$ cat src/rtl/mem_access_pkg.sv
// mem_defs: shared memop/size codes, FSM state type and helpers for the memory-stage access unit
//   MEMOP_*  : load/store operation codes carried by memopM
//   SIZE_*   : data_size bus codes
//   memState_t : access FSM states
package mem_defs;

    localparam logic [2:0] MEMOP_B  = 3'b000;
    localparam logic [2:0] MEMOP_BU = 3'b001;
    localparam logic [2:0] MEMOP_H  = 3'b010;
    localparam logic [2:0] MEMOP_HU = 3'b011;
    localparam logic [2:0] MEMOP_W  = 3'b100;

    localparam logic [1:0] SIZE_B = 2'd0;
    localparam logic [1:0] SIZE_H = 2'd1;
    localparam logic [1:0] SIZE_W = 2'd2;

    typedef enum logic [2:0] {
        IDLE,
        ADDR,
        DATA,
        DRAIN,
        DONE
    } memState_t;

    // Codes above MEMOP_W are treated as word accesses.
    function automatic logic [1:0] sizeOf(input logic [2:0] memop);
        return memop[2] ? SIZE_W : memop[1] ? SIZE_H : SIZE_B;
    endfunction

    function automatic logic isMisaligned(input logic [2:0] memop, input logic [1:0] a);
        return (sizeOf(memop) == SIZE_H && a[0]) || (sizeOf(memop) == SIZE_W && a != 2'b00);
    endfunction

endpackage

$ cat src/rtl/mem_load_align.sv
// mem_load_align: selects the addressed byte/half lane of a read word and sign/zero extends it
//   rdata    : raw 32-bit bus read word
//   a        : low two bits of the access address
//   memop    : load operation code (B, BU, H, HU, W)
//   readdata : aligned, extended load result
module mem_load_align
    import mem_defs::*;
(
    input  logic [31:0] rdata,
    input  logic [1:0]  a,
    input  logic [2:0]  memop,
    output logic [31:0] readdata
);

    logic [31:0] shifted;
    logic [7:0]  byteV;
    logic [15:0] halfV;
    logic        signExt;

    always_comb begin
        shifted  = rdata >> {a, 3'b000};
        byteV    = shifted[7:0];
        halfV    = a[1] ? rdata[31:16] : rdata[15:0];
        // Odd codes (BU, HU) are the unsigned variants.
        signExt  = ~memop[0];
        readdata = sizeOf(memop) == SIZE_W ? rdata :
                   sizeOf(memop) == SIZE_H ? {{16{signExt & halfV[15]}}, halfV} :
                                             {{24{signExt & byteV[7]}}, byteV};
    end

endmodule

$ cat src/rtl/mem_access.sv
// mem_access: memory-stage data-access unit between EX/MEM and MEM/WB
//   Pipeline side : flushM, memenM, memwriteM, memopM, aluoutM, writedataM in;
//                   readdataM, stallM, adelM, adesM, badvaddrM out
//   Data bus      : data_req, data_wr, data_size, data_addr, data_wstrb, data_wdata out;
//                   data_addr_ok, data_data_ok, data_rdata in
//   clk / reset   : single clock, synchronous active-high reset
module mem_access
    import mem_defs::*;
#(
    parameter int ADDR_W = 32
) (
    input  logic              clk,
    input  logic              reset,
    input  logic              flushM,
    input  logic              memenM,
    input  logic              memwriteM,
    input  logic [2:0]        memopM,
    input  logic [ADDR_W-1:0] aluoutM,
    input  logic [31:0]       writedataM,
    output logic [31:0]       readdataM,
    output logic              stallM,
    output logic              adelM,
    output logic              adesM,
    output logic [ADDR_W-1:0] badvaddrM,
    output logic              data_req,
    output logic              data_wr,
    output logic [1:0]        data_size,
    output logic [ADDR_W-1:0] data_addr,
    output logic [3:0]        data_wstrb,
    output logic [31:0]       data_wdata,
    input  logic              data_addr_ok,
    input  logic              data_data_ok,
    input  logic [31:0]       data_rdata
);

    memState_t         state, stateN;
    logic              misaligned, issue, capture;
    logic [1:0]        sizeN;
    logic [3:0]        wstrbN;
    logic [31:0]       wdataN, alignedData;
    logic              wrQ, killedQ;
    logic [1:0]        sizeQ;
    logic [2:0]        memopQ;
    logic [ADDR_W-1:0] addrQ;
    logic [3:0]        wstrbQ;
    logic [31:0]       wdataQ, readQ;

    always_comb begin
        misaligned = isMisaligned(memopM, aluoutM[1:0]);
        issue      = state == IDLE && memenM && !misaligned && !flushM;
        adelM      = state == IDLE && memenM && !memwriteM && misaligned;
        adesM      = state == IDLE && memenM && memwriteM && misaligned;
        badvaddrM  = aluoutM;
        sizeN      = sizeOf(memopM);
        wstrbN     = !memwriteM       ? 4'b0000 :
                     sizeN == SIZE_W  ? 4'b1111 :
                     sizeN == SIZE_H  ? (aluoutM[1] ? 4'b1100 : 4'b0011) :
                                        4'b0001 << aluoutM[1:0];
        wdataN     = sizeN == SIZE_W ? writedataM :
                     sizeN == SIZE_H ? {2{writedataM[15:0]}} :
                                       {4{writedataM[7:0]}};
        capture    = state == DATA && data_data_ok && !flushM;
    end

    // The request goes out in the same cycle it is decided, so the bus sees the
    // live fields while issuing and the latched copies for the rest of the access.
    always_comb begin
        data_req   = issue || state == ADDR;
        data_wr    = issue ? memwriteM : wrQ;
        data_size  = issue ? sizeN : sizeQ;
        data_addr  = issue ? aluoutM : addrQ;
        data_wstrb = issue ? wstrbN : wstrbQ;
        data_wdata = issue ? wdataN : wdataQ;
        readdataM  = readQ;
    end

    always_comb begin
        stateN = state;
        stallM = 1'b0;
        case (state)
            IDLE: begin
                stallM = issue;
                if (issue)
                    stateN = data_addr_ok ? DATA : ADDR;
            end
            ADDR: begin
                stallM = 1'b1;
                // A request already on the bus cannot be withdrawn; a flush only
                // decides whether its response is kept or drained.
                if (data_addr_ok)
                    stateN = (killedQ || flushM) ? DRAIN : DATA;
            end
            DATA: begin
                stallM = 1'b1;
                if (data_data_ok)
                    stateN = flushM ? IDLE : DONE;
                else if (flushM)
                    stateN = DRAIN;
            end
            DRAIN: begin
                stallM = 1'b1;
                if (data_data_ok)
                    stateN = IDLE;
            end
            DONE:    stateN = IDLE;
            default: stateN = IDLE;
        endcase
    end

    mem_load_align uAlign (
        .rdata    (data_rdata),
        .a        (addrQ[1:0]),
        .memop    (memopQ),
        .readdata (alignedData)
    );

    always_ff @(posedge clk) begin
        if (reset) begin
            state   <= IDLE;
            killedQ <= 1'b0;
            wrQ     <= 1'b0;
            sizeQ   <= '0;
            memopQ  <= '0;
            addrQ   <= '0;
            wstrbQ  <= '0;
            wdataQ  <= '0;
            readQ   <= '0;
        end else begin
            state   <= stateN;
            killedQ <= state == ADDR && (killedQ || flushM);
            if (issue) begin
                wrQ    <= memwriteM;
                sizeQ  <= sizeN;
                memopQ <= memopM;
                addrQ  <= aluoutM;
                wstrbQ <= wstrbN;
                wdataQ <= wdataN;
            end
            if (capture)
                readQ <= wrQ ? 32'h0 : alignedData;
        end
    end

endmodule

$ cat config.mk
export PLATFORM = sky130hd
export DESIGN_NAME = mem_access
export DESIGN_NICKNAME = d
export VERILOG_FILES = /design/src/rtl/mem_access_pkg.sv /design/src/rtl/mem_load_align.sv /design/src/rtl/mem_access.sv
export SDC_FILE = /design/constraint.sdc
export NUM_CORES = 1
export LEC_CHECK = 0
export ABC_CLOCK_PERIOD_IN_PS = 2350
export CELL_PAD_IN_SITES_DETAIL_PLACEMENT = 1
export CELL_PAD_IN_SITES_GLOBAL_PLACEMENT = 1
export CORE_ASPECT_RATIO = 1.4
export CORE_MARGIN = 8
export CORE_UTILIZATION = 30
export DETAILED_ROUTE_END_ITERATION = 8
export PLACE_DENSITY_LB_ADDON = 0.1
export SYNTH_ARGS = -nofsm -noshare
export SYNTH_HDL_FRONTEND = slang
export SYNTH_SLANG_ARGS = --single-unit
$ cat constraint.sdc
create_clock -name clk -period 2.35 [get_ports clk]
set_clock_uncertainty 0.1 [all_clocks]
set_input_delay 0.3525 -clock clk [delete_from_list [all_inputs] [get_ports clk]]
set_output_delay 0.3525 -clock clk [all_outputs]
set_load 0.03 [all_outputs]
==> results of run 1 <==
## kinds of logic (layout without fill, tap and decap cells)
logic type             after synthesis  after routing
AND/OR/NAND/NOR                    202            202
AO/OA/AOI/OAI                      138            138
flip-flops                         110            110
buffers and inverters               90            382
multiplexers                        74             74
other                                0              2
## cells in the final DEF (no fill, tap or decap), types with 5 or more instances in the layout
cell type        Yosys  layout
mux2_2              18      28
dlygate4sd2_1        0       5
nand3_1              7       7
inv_1               13      11
a21oi_2              0      14
a211oi_1            16      16
o22ai_1             10      10
mux2_4               0      12
nand2_2              0      10
dfxtp_1            110     108
clkdlybuf4s50_1      0     163
buf_4               32      81
nor2b_1             63      63
o21ai_0             28      28
a211o_1              9       9
o31ai_1              7       7
nor3_1               5       5
nand2_1             85      52
mux2i_1             33      28
mux2i_2              0       5
clkbuf_16            0      10
buf_6                1      72
nor2_4               0      15
a22o_1               8       8
nand2_4              0      21
buf_12               0      24
a21oi_1             43      28
nor2_1              29      14
## worst paths after layout
| path | start | to | slack (ns) | cells after the start |
|---|---|---|---|---|
| min | readdataM[18] | readdataM[18] | 0.35 | 2 |
| max | state[0] | data_wdata[18] | -0.20 | 9 |
| min reg2reg | readdataM[18] | readdataM[18] | 0.35 | 2 |
| max reg2reg | state[1] | readdataM[2] | 0.21 | 4 |
## sequential cells by signal (all words and copies together), names as in the netlist
signal	count
readdataM	32
wrQ	1
wdataQ	32
state	3
wstrbQ	4
killedQ	1
sizeQ	2
addrQ	32
memopQ	3
## metal layers
metal	wire [microns]	part of all wire (%)	up-vias
met1	8370	36	2728
met4	658	2.8	2
met5	10	0.043	-
met2	13100	56	154
met3	1268	5.4	36
li1	-	-	2654
## cell usage after synthesis (all sizes together), types with 10 or more instances
library cell | count | area (sq um)
dfxtp | 110 | 2202
nand2 | 85 | 319.1
nor2b | 63 | 394.1
buf | 47 | 316.5
a21oi | 43 | 215.2
mux2 | 41 | 461.7
mux2i | 33 | 330.3
o21ai | 32 | 160.2
clkbuf | 29 | 108.9
nor2 | 29 | 108.9
a211oi | 16 | 120.1
inv | 13 | 48.80
o22ai | 10 | 62.56
## power groups by stage
stage	Sequential, W	Clock (W)	Combinational [W]
after detailed placement	0.00199	0	0.00127
after global placement	0.00199	0	0.00125
final	0.00196	0.00162	0.00153
after global routing	0.00197	0.00173	0.00161
after floorplan	0.00199	0	0.000634
after CTS	0.00195	0.00166	0.00148
## repair_timing
action	in CTS	in global routing
resized for setup	377	91
endpoints found under the setup margin	72	81
gates cloned	6	1
pin swaps	12	17
endpoints found under the hold margin	0	0
buffers inserted	31	14
## through the flow
stage          utilization [%]  cells  setup slack [ns]  setup TNS (ns)  area (sq um)
6_report                 54.77   1148           -0.2013          -8.664          9738
5_1_grt                  54.77   1148           -0.2819          -13.72          9738
4_1_cts                  53.04   1136           -0.2625          -9.896          9430
3_5_place_dp             46.40   1084           -0.5717          -34.25          8249
3_3_place_gp             46.40   1084           -0.5443          -31.87          8249
2_1_floorplan                -    614            0.1039               0          5369
## worst min-delay path, stage by stage (launching register included)
cell and delay [ns]:
dfxtp_1 0.33, nand2_1 0.04, o21ai_0 0.05
## final cells by class
class                      count  area share [%]
clock inverter                 6          0.7838
timing repair buffer         352           37.94
inverter                      14          0.5653
tap                          240           3.084
multi-input combinational    414           32.58
clock buffer                  10           2.351
sequential                   110           22.64
antenna                        2         0.05139
==> impl_metrics.env, run 1 <==
export IMPL_run_status="complete, but fails checks"
export IMPL_violations="setup timing"
export IMPL_layout_setup_ws_ns=-0.2013
export IMPL_deepest_clock_path_buffer_count=2
export IMPL_ys_ff_latch=110
export IMPL_crit_end_element="primary output"
export IMPL_p_int_w=0.003531
export IMPL_synth_async_reset_ratio_pct=0
export IMPL_clkSinkCount=110
export IMPL_clk_pin_slew_ns=0.07
export IMPL_skew_pair_late_insertion_delay_ns=0.36
export IMPL_num_nets_final=1007
export IMPL_compound_cell_area_share_of_the_yosys_netlist_pct=16.36
export IMPL_area_taken_by_multi_input_logic_gates_sq_um=3173
export IMPL_yosysSeqAreaShare_pct=41.02
export IMPL_final_hold_worst_slack_ns=0.3540
export IMPL_tightest_slew_ns=0.7507
export IMPL_cp_num_buf_inv=5
export IMPL_critical_path_startpoint_type="register"
export IMPL_portion_of_netlist_area_occupied_by_mux_cells_pct=14.75
export IMPL_fmax_mhz=392.0
export IMPL_clock_power_share_pct=31.7
export IMPL_slew_violations=0
export IMPL_final_min_period_over_clock_period_pct=108.6
export IMPL_fin_total_pwr_w=0.005109
export IMPL_setup_worst_path_class="register to primary output"
export IMPL_required_ns=1.90
export IMPL_tritoncts="built"
export IMPL_worst_path_max_fanout=5
export IMPL_switching_power_w=0.001579
export IMPL_drt_pre_antenna_iters=4
export IMPL_finalWirelength_microns=23400
export IMPL_use_met1_pct=19.17
export IMPL_final_setup_viol_count=72
export IMPL_grt_usage_pct=20.24
export IMPL_total_nets_after_synthesis=720
export IMPL_grt_antenna_before_repair=4
export IMPL_cts_htree_levels=3
export IMPL_row_count=58
export IMPL_detailedPlacementHpwl_microns=16890
export IMPL_synthCells=614
export IMPL_worst_slew_margin_rel_pct=49.41
export IMPL_detailroute_via_count=5574
export IMPL_num_fill_cells=1933
export IMPL_finalCriticalPeriod_ns=2.551
export IMPL_postSynth_topFlopCell="dfxtp_1"
export IMPL_grt_setup_unrepaired="true"
export IMPL_die_h_microns=174.3
export IMPL_clk_root_buffer_cell="clkbuf_16"
export IMPL_critPathTopFamily="buffers and inverters"
export IMPL_critPathMostFrequentCell="buf_12"
export IMPL_synth_simple_gate_area_share_pct=18.97
export IMPL_switching_share_pct=30.90
export IMPL_drt_vias_per_instance=4.855
export IMPL_max_cap_violations=0
export IMPL_vdd_ir_drop_worst_mv=0.3625
export IMPL_grt_first_pass_wirelength_microns=34980
export IMPL_numCtsBuffers=9
export IMPL_holdBufCountCts=0
export IMPL_initialDrtViolationCount=263
export IMPL_fp_dieArea_sq_um=22490
export IMPL_synth_adder_area_share_pct=0
export IMPL_synth_top_family_by_area="simple AND/OR/NAND/NOR gates"
export IMPL_mappedNetlistArea_sq_um=5369
export IMPL_routed_wire_length_per_instance_microns=20.39
export IMPL_max_stage_delay_ns=0.34
export IMPL_cp_slowest_cell="dfxtp_2"
export IMPL_power_density_nw_per_um2=524.7
export IMPL_fp_dieW_microns=129.1
export IMPL_syn_area_per_cell_sq_um=8.744
export IMPL_start_util_pct=30.20
export IMPL_worstPathArrival_ns=2.10
export IMPL_hp_class="register to register"
export IMPL_io_buffer_count=244
export IMPL_synth_warnings=0
export IMPL_hold_fails_final_rpt=0
export IMPL_power_share_combinational_pct=29.9
export IMPL_gpl_final_weighted_congestion=0.8108
export IMPL_global_route_usage_met3_pct=5.673
export IMPL_power_frac_seq_pct=38.4
export IMPL_globalRouteMet2Util_pct=39.23
export IMPL_via_count_of_the_first_global_routing_pass=6267
export IMPL_gr_total_overflow=0
export IMPL_area_delta_synth_final_pct=81.38
export IMPL_drt_drc_violations_left=0
export IMPL_placeableCoreArea_sq_um=17780
export IMPL_io_pins=245
export IMPL_drive_gt1_share_pct=35.54
export IMPL_worstPathCellList="nor4b_4, buf_4, and4_4, buf_12, buf_12, buf_12, nor2_4, a21oi_2, buf_6"
export IMPL_synth_edf_count=0
export IMPL_largest_net_degree_at_the_start_of_global_routing=33
export IMPL_register_area_sq_um=2205
export IMPL_gr_max_usage_layer="met2"
export IMPL_p_leak_nw=4.045
export IMPL_antenna_violating_nets_post_route=0
export IMPL_synth_xor_xnor_area_share_pct=0
export IMPL_synth_cell_types=45
No activity file was read; power rests on OpenSTA's default activity.
==> run 2: changes to the inputs <==
--- a/config.mk
+++ b/config.mk
@@ -11,6 +11,7 @@
 export CORE_ASPECT_RATIO = 1.4
 export CORE_MARGIN = 8
 export CORE_UTILIZATION = 30
+export CTS_CLUSTER_DIAMETER = 200
 export DETAILED_ROUTE_END_ITERATION = 8
 export PLACE_DENSITY_LB_ADDON = 0.1
 export SYNTH_ARGS = -nofsm -noshare
==> results of run 2 <==
The final DEF is identical to that of run 1; final timing and power are the same.
==> run 3: changes to the inputs <==
--- a/config.mk
+++ b/config.mk
@@ -5,15 +5,16 @@
 export SDC_FILE = /design/constraint.sdc
 export NUM_CORES = 1
 export LEC_CHECK = 0
-export ABC_CLOCK_PERIOD_IN_PS = 2350
+export ABC_CLOCK_PERIOD_IN_PS = 2300
 export CELL_PAD_IN_SITES_DETAIL_PLACEMENT = 1
 export CELL_PAD_IN_SITES_GLOBAL_PLACEMENT = 1
 export CORE_ASPECT_RATIO = 1.4
 export CORE_MARGIN = 8
-export CORE_UTILIZATION = 30
+export CORE_UTILIZATION = 27
 export CTS_CLUSTER_DIAMETER = 200
 export DETAILED_ROUTE_END_ITERATION = 8
 export PLACE_DENSITY_LB_ADDON = 0.1
+export SLEW_MARGIN = 20
 export SYNTH_ARGS = -nofsm -noshare
 export SYNTH_HDL_FRONTEND = slang
 export SYNTH_SLANG_ARGS = --single-unit
==> constraint.sdc (replaced) <==
create_clock -name clk -period 2.3 [get_ports clk]
set_clock_uncertainty 0.1 [all_clocks]
set_input_delay 0.345 -clock clk [delete_from_list [all_inputs] [get_ports clk]]
set_output_delay 0.345 -clock clk [all_outputs]
set_load 0.03 [all_outputs]
==> impl_metrics.env, run 3 (synthesis gave the netlist of run 1 again) <==
export IMPL_run_status="complete, but fails checks"
export IMPL_violations="setup timing"
export IMPL_crit_end_element="primary output"
export IMPL_cts_htree_levels=3
export IMPL_gpl_final_weighted_congestion=0.7740
export IMPL_drt_drc_violations_left=0
export IMPL_clk_pin_slew_ns=0.08
export IMPL_skew_pair_late_insertion_delay_ns=0.36
export IMPL_fmax_mhz=405.0
export IMPL_required_ns=1.86
export IMPL_final_setup_viol_count=72
export IMPL_routed_wire_length_per_instance_microns=19.82
export IMPL_clock_power_share_pct=31.9
export IMPL_power_density_nw_per_um2=537.0
export IMPL_antenna_violating_nets_post_route=0
export IMPL_setup_worst_path_class="register to primary output"
export IMPL_max_cap_violations=0
export IMPL_die_h_microns=182.9
export IMPL_worstPathArrival_ns=2.02
export IMPL_hp_class="register to register"
export IMPL_final_hold_worst_slack_ns=0.3530
export IMPL_holdBufCountCts=0
export IMPL_drive_gt1_share_pct=34.34
export IMPL_fin_util_pct=48.89
export IMPL_clk_root_buffer_cell="clkbuf_16"
export IMPL_p_leak_nw=4.019
export IMPL_setup_tns_ns=-9.568
export IMPL_detailroute_via_count=5448
export IMPL_grt_antenna_before_repair=2
export IMPL_worst_slew_margin_rel_pct=39.87
export IMPL_detailedPlacementHpwl_microns=16760
export IMPL_drt_pre_antenna_iters=4
export IMPL_most_common_layout_cells="clkdlybuf4s50_1 (164), dfxtp_1 (107), buf_4 (77)"
export IMPL_grt_usage_pct=18.08
export IMPL_fp_dieArea_sq_um=24720
export IMPL_switching_share_pct=30.47
export IMPL_vdd_ir_drop_worst_mv=0.3165
export IMPL_fp_dieW_microns=135.2
export IMPL_critical_path_startpoint_type="register"
export IMPL_layout_cells_most_common="clkdlybuf4s50_1"
export IMPL_deepest_clock_path_buffer_count=2
export IMPL_io_pins=245
export IMPL_tritoncts="built"
export IMPL_via_count_of_the_first_global_routing_pass=6017
export IMPL_largest_net_degree_at_the_start_of_global_routing=79
export IMPL_slew_violations=0
export IMPL_num_fill_cells=2246
export IMPL_gr_total_overflow=0
export IMPL_worst_path_max_fanout=10
export IMPL_final_min_period_over_clock_period_pct=107.3
export IMPL_io_buffer_count=244
export IMPL_layout_setup_ws_ns=-0.1689
export IMPL_initialDrtViolationCount=170
export IMPL_start_util_pct=27.27
export IMPL_area_delta_synth_final_pct=79.31
export IMPL_row_count=61
export IMPL_numCtsBuffers=9
export IMPL_finalCriticalPeriod_ns=2.469
export IMPL_clkSinkCount=110
export IMPL_switching_power_w=0.001575
export IMPL_grt_first_pass_wirelength_microns=34420
export IMPL_p_int_w=0.003594
export IMPL_finalWirelength_microns=22820
export IMPL_power_share_combinational_pct=29.4
export IMPL_drt_vias_per_instance=4.733
export IMPL_power_frac_seq_pct=38.7
export IMPL_place_worst_setup_slack_ns=-0.6848
export IMPL_grt_setup_unrepaired="true"
export IMPL_num_nets_final=998
export IMPL_tightest_slew_ns=0.9019
export IMPL_hold_fails_final_rpt=0
export IMPL_placeableCoreArea_sq_um=19690
==> run 3: routing by layer <==
layer  routed length, microns  track usage, %
met5                        0               0
met4                      705           8.645
met3                     1379           4.819
met2                    12620           34.42
met1                     8116           17.43
==> run 3: final timing paths <==
| kind | from | end | slack [ns] | cells past startpoint |
|---|---|---|---|---|
| max | state[1] | data_wdata[17] | -0.17 | 8 |
| min | readdataM[5] | readdataM[5] | 0.35 | 2 |
| max reg2reg | state[1] | readdataM[6] | 0.17 | 5 |
| min reg2reg | readdataM[5] | readdataM[5] | 0.35 | 2 |
==> run 3: critical path, cell delays in order (launching register included) <==
cell,delay (ns)
dfxtp_2,0.34
nor4b_4,0.28
buf_4,0.16
and4_4,0.26
buf_12,0.13
buf_8,0.12
nor2_1,0.06
a21oi_1,0.13
buf_4,0.18
==> run 3: power groups by stage <==
stage / registers, W / logic [W] / clock network, W
6_report: 0.00200 / 0.00152 / 0.00165
5_1_grt: 0.00201 / 0.00161 / 0.00178
4_1_cts: 0.00200 / 0.00150 / 0.00172
3_5_place_dp: 0.00203 / 0.00130 / 0
3_3_place_gp: 0.00203 / 0.00128 / 0
2_1_floorplan: 0.00203 / 0.000647 / 0
==> run 3: layout make-up <==
| cell class | instances | area, sq um | area share [%] |
|---|---|---|---|
| Clock inverter | 6 | 78.83 | 0.8188 |
| Multi-Input combinational cell | 414 | 3115 | 32.36 |
| Inverter | 14 | 55.05 | 0.5719 |
| Clock buffer | 10 | 229.0 | 2.378 |
| Antenna cell | 2 | 5.005 | 0.05199 |
| Timing Repair Buffer | 343 | 3622 | 37.63 |
| Sequential cell | 110 | 2206 | 22.91 |
| Tap cell | 252 | 315.3 | 3.275 |
==> run 3: repair_timing <==
item / CTS / global route
gates resized for setup: 392 / 57
pin swaps: 12 / 16
endpoints found under the setup margin: 73 / 73
buffers inserted: 25 / 15
gates cloned: 6 / 1
==> run 3: metrics by stage <==
step / instances / cell area (sq um) / total power [W]
finish: 1151 / 9627 / 0.005169
global route: 1151 / 9627 / 0.005398
CTS: 1139 / 9402 / 0.005210
detailed placement: 1094 / 8259 / 0.003329
global placement: 1094 / 8259 / 0.003310
floorplan: 614 / 5369 / 0.002682
